--- src/rtl/mode_select_debounce.sv ---
// Display-mode input stage: synchronises and debounces an active-low pushbutton
// and toggles the registered binary/BCD mode bit once per accepted press.
module mode_select_debounce #(
    parameter int   DEBOUNCE_CYCLES = 500000,
    parameter int   CNT_W           = 20,
    parameter logic INIT_MODE       = 1'b0
) (
    input  logic clk,
    input  logic rst_n,
    input  logic key_n,
    input  logic mode_load,
    input  logic mode_in,
    output logic mode,
    output logic toggle_pulse,
    output logic busy
);

    typedef enum logic [1:0] {
        IDLE         = 2'b00,
        PRESS_WAIT   = 2'b01,
        HELD         = 2'b10,
        RELEASE_WAIT = 2'b11
    } state_t;

    localparam logic [CNT_W-1:0] CNT_LAST = CNT_W'(DEBOUNCE_CYCLES - 1);
    localparam logic [CNT_W-1:0] CNT_ZERO = {CNT_W{1'b0}};
    localparam logic [CNT_W-1:0] CNT_ONE  = {{(CNT_W-1){1'b0}}, 1'b1};

    logic              sync1_r;
    logic              sync2_r;
    logic              pressed_s;
    state_t            state_r;
    state_t            state_s;
    logic [CNT_W-1:0]  cnt_r;
    logic [CNT_W-1:0]  cnt_s;
    logic              mode_r;
    logic              mode_s;
    logic              toggle_r;
    logic              toggle_s;
    logic              busy_r;

    // Counter stops at the last debounce count instead of wrapping.
    function automatic logic [CNT_W-1:0] sat_inc(input logic [CNT_W-1:0] c);
        logic [CNT_W-1:0] r;
        if (c >= CNT_LAST) begin
            r = CNT_LAST;
        end else begin
            r = c + CNT_ONE;
        end
        return r;
    endfunction

    assign pressed_s = ~sync2_r;

    // Two-flop synchroniser; resets to the released level.
    always_ff @(posedge clk or negedge rst_n) begin
        if (!rst_n) begin
            sync1_r <= 1'b1;
            sync2_r <= 1'b1;
        end else begin
            sync1_r <= key_n;
            sync2_r <= sync1_r;
        end
    end

    // Next-state, counter, mode and pulse decode.
    always_comb begin
        state_s  = state_r;
        cnt_s    = cnt_r;
        mode_s   = mode_r;
        toggle_s = 1'b0;
        case (state_r)
            IDLE: begin
                if (pressed_s) begin
                    state_s = PRESS_WAIT;
                    cnt_s   = CNT_ZERO;
                end else begin
                    cnt_s   = CNT_ZERO;
                end
            end
            PRESS_WAIT: begin
                if (!pressed_s) begin
                    state_s = IDLE;
                    cnt_s   = CNT_ZERO;
                end else if (cnt_r == CNT_LAST) begin
                    state_s  = HELD;
                    cnt_s    = CNT_ZERO;
                    mode_s   = ~mode_r;
                    toggle_s = 1'b1;
                end else begin
                    cnt_s = sat_inc(cnt_r);
                end
            end
            HELD: begin
                if (!pressed_s) begin
                    state_s = RELEASE_WAIT;
                    cnt_s   = CNT_ZERO;
                end else begin
                    cnt_s   = CNT_ZERO;
                end
            end
            RELEASE_WAIT: begin
                if (pressed_s) begin
                    state_s = HELD;
                    cnt_s   = CNT_ZERO;
                end else if (cnt_r == CNT_LAST) begin
                    state_s = IDLE;
                    cnt_s   = CNT_ZERO;
                end else begin
                    cnt_s = sat_inc(cnt_r);
                end
            end
            default: begin
                state_s = IDLE;
                cnt_s   = CNT_ZERO;
            end
        endcase
        // A load overrides the toggle, but the accepted press still pulses.
        if (mode_load) begin
            mode_s = mode_in;
        end else begin
            mode_s = mode_s;
        end
    end

    // State and output registers.
    always_ff @(posedge clk or negedge rst_n) begin
        if (!rst_n) begin
            state_r  <= IDLE;
            cnt_r    <= CNT_ZERO;
            mode_r   <= INIT_MODE;
            toggle_r <= 1'b0;
            busy_r   <= 1'b0;
        end else begin
            state_r  <= state_s;
            cnt_r    <= cnt_s;
            mode_r   <= mode_s;
            toggle_r <= toggle_s;
            busy_r   <= (state_s != IDLE);
        end
    end

    assign mode         = mode_r;
    assign toggle_pulse = toggle_r;
    assign busy         = busy_r;

endmodule

--- config.mk ---
export PLATFORM = sky130hd
export DESIGN_NAME = mode_select_debounce
export DESIGN_NICKNAME = d
export VERILOG_FILES = /design/src/rtl/mode_select_debounce.sv
export SDC_FILE = /design/constraint.sdc
export NUM_CORES = 1
export LEC_CHECK = 0
export ABC_CLOCK_PERIOD_IN_PS = 3610
export CAP_MARGIN = 25
export CORE_ASPECT_RATIO = 1.5
export CORE_MARGIN = 4
export CORE_UTILIZATION = 61
export DETAILED_ROUTE_END_ITERATION = 8
export GPL_ROUTABILITY_DRIVEN = 0
export PLACE_DENSITY = 0.82
export SETUP_SLACK_MARGIN = 0.02
export SLEW_MARGIN = 20
export SYNTH_ARGS = -nofsm -noshare
export SYNTH_HDL_FRONTEND = slang
export SYNTH_SLANG_ARGS = --single-unit
export TNS_END_PERCENT = 10
--- constraint.sdc ---
create_clock -name clk -period 3.61 [get_ports clk]
set_input_delay 0.722 -clock clk [delete_from_list [all_inputs] [get_ports clk]]
set_output_delay 0.722 -clock clk [all_outputs]
set_load 0.005 [all_outputs]
==> impl_metrics.csv <==
group,metric,value,unit
sta,whs,0.365,ns
synth,synth.distinct_cells,37,
drt,antenna_left,0,
floorplan,io_pins,8,
final_layout,finalNonFillerCells,161,
setup_path,critPathMaxFanout,7,
sta,worst_pin_slew,0.876,ns
floorplan,die_area,2990,sq um
setup_path,worst-r2r-cell-count,5,
placement,hpwl,1880,um
drt,drt_iter0_markers,33,
cts,cts.path.max_buffers,2,
cts,clk_latency,0.34,ns
cts,cts.clk_slew.worst_paths,0.14,ns
cts,postCtsResizedCells,0,
setup_path,crit_path_end_kind,"register",
final_layout,multiInputGateArea,596,sq um
synth,ys_ff_latch,27,
cts,cts_tree,"done",
final_layout,postLayoutCellArea,1430,sq um
setup_path,arrival,2.53,ns
sta,post-route-period-util,62.9,%
synth,synth_cells,132,
drt,wl_met3,131,um
drt,post_drt_wl_per_cell,16.3,um
synth,synthTopCellsByArea,"dfrtp_1, xnor2_1, nor3_1",
grt,grt-ovfl-total,0,
drt,detail_route.wirelength.met1,1020,um
grt,track_usage,20.7,%
setup_path,crit_required,3.87,ns
drt,top_layer_used,"met4",
final_layout,drive_gt1_share,7.91,%
final_layout,diodes,0,
drt,vias,1017,
min_path,worstHoldPathCells,0,
sta,hold_violations,0,
sta,tns,0,ns
power_and_ir_drop,p_leak,0.556,nW
min_path,min_path_type,"register to register",
sta,max_freq,441,MHz
final_layout,fin_util,69.8,%
cts,post_cts_buffers,0,
floorplan,rows,20,
synth,async_flop_share,100,%
placement,dpl_cell_area,1410,sq um
outcome,status,"completed",
drt,wl,2630,um
cts,h-tree-depth,1,
drt,viasPerCell,6.32,
power_and_ir_drop,p_total,0.487,mW
grt,grt_start_max_net_pins,28,
job,cap_violations,0,
grt,grt_pass1_vias,1042,
grt,grt_pass1_wl,4540,um
cts,cts_hold_buf,0,
floorplan,core,2050,sq um
cts,numClockSinks,27,
sta,setup-violations-final,0,
placement,placed_cells,157,
final_layout,seqCellArea,678,sq um
power_and_ir_drop,irDropWorstVdd,0.230,mV
synth,synthFlopType,"dfrtp_1",
sta,final_max_slew_viol_count,0,
final_layout,nNetsFinal,146,
grt,antenna_found_initial,0,
final_layout,syn_to_final_growth,8.53,%
setup_path,cp-start-kind,"register",
sta,worst_slack,1.34,ns
placement,place_ws,1.40,ns
synth,ys_warn_count,0,
final_layout,n_fill_cell,160,
setup_path,crit_type,"register to register",
sta,fin_skew,0.00456,ns
floorplan,die-height,65.0,um
drt,dr.pass1.iters,4,
synth,yosysSeqAreaShare,51.4,%
drt,met2_length,1390,um
synth,syn_area,1320,sq um
drt,route.detailed.drc,0,
synth,avgSynthCellArea,10.0,sq um
power_and_ir_drop,power_density,340,nW/um^2
synth,synth_top_area_cell,"dfrtp_1",
floorplan,dieWidth,46.0,um
synth,synth_nets,138,
synth,synth_top_area_share,47.4,%
cts,clockRootBuffer,"clkbuf_4",
sta,fin_crit,2.27,ns
cts,cts_buffers,3,
synth,synth_edf_count,0,
sta,slew_headroom,41.6,%
floorplan,initial_core_util,64.3,%
placement,io_buffers,7,
sta,rsz0062_at_grt,"false",
## worst paths after layout
path                          start        end  slack, ns
setup / recovery           cnt_r[0]  cnt_r[16]       1.34
hold / removal              sync1_r    sync2_r       0.37
setup reg to reg           cnt_r[0]  cnt_r[16]       1.34
hold reg to reg             sync1_r    sync2_r       0.37
max in group asynchronous     rst_n    sync1_r       2.58
min in group asynchronous     rst_n       busy       0.74
## state kept, by name (all words and copies together) (netlist names)
register and flops:
toggle_pulse 1, mode 1, sync2_r 1, sync1_r 1, state_r 2, cnt_r 20, busy 1
## layout by cell type (no fill, tap or decap), drive strengths merged, types with 5 or more instances in the layout
cell | netlist | final
xor2 | 5 | 5
dfrtp | 25 | 25
a21oi | 8 | 8
nor3 | 13 | 13
nand3 | 9 | 9
nand4 | 6 | 6
nand2 | 6 | 6
nor2 | 5 | 5
clkdlybuf4s50 | 0 | 7
inv | 7 | 7
xnor2 | 9 | 9
## area by class of cell
class	instances	share of cell area (%)
Sequential cell	27	47.3
Multi-Input combinational cell	93	41.6
Timing Repair Buffer	8	5.41
Tap cell	22	1.92
Inverter	7	1.83
Clock buffer	3	1.57
Clock inverter	1	0.349
## Yosys cell counts, types with 2 or more instances
| master | n |
|---|---|
| dfstp_2 | 2 |
| inv_1 | 7 |
| and2_1 | 2 |
| nand4_1 | 6 |
| nor2_1 | 5 |
| o21ai_0 | 3 |
| xnor2_1 | 9 |
| clkbuf_1 | 4 |
| a31oi_1 | 3 |
| a21oi_1 | 8 |
| xor2_1 | 5 |
| nand2_1 | 6 |
| or3_1 | 2 |
| nor3_1 | 13 |
| nor4_1 | 3 |
| nand3_1 | 8 |
| and3_1 | 2 |
| dfrtp_1 | 25 |
## kinds of logic (layout without fill, tap and decap cells)
| family | after synthesis | after routing | share of synthesized area, % |
|---|---|---|---|
| xor+xnor | 14 | 14 | 9.29 |
| mux | 1 | 1 | 0.758 |
| buf+inv | 12 | 19 | 3.51 |
| simple gates | 54 | 54 | 23.1 |
| fa+ha+maj | 1 | 1 | 0.948 |
| other cells | 1 | 1 | 0.284 |
| compound gates | 22 | 22 | 10.7 |
| flops | 27 | 27 | 51.4 |
## power breakdown
group          internal [mW]  leakage [nW]  total (mW)  switching [mW]
clock network         0.0418        0.0177       0.130          0.0881
registers              0.312         0.357       0.321         0.00952
logic                 0.0160         0.181      0.0358          0.0198
## worst max-delay path, stage by stage (launching register included)
cell and delay [ns]:
dfrtp_1 0.44, ha_1 0.29, nand3_1 0.14, or4_1 0.61, or4b_1 0.53, a31oi_1 0.18
## layer usage
layer  track usage [%]  vias to the layer above
met5                 0                        -
met4              11.0                        0
met3              3.89                       11
met2              34.3                       34
met1              24.0                      485
li1                  -                      487
Note: power is estimated with default switching activity, not from simulation.
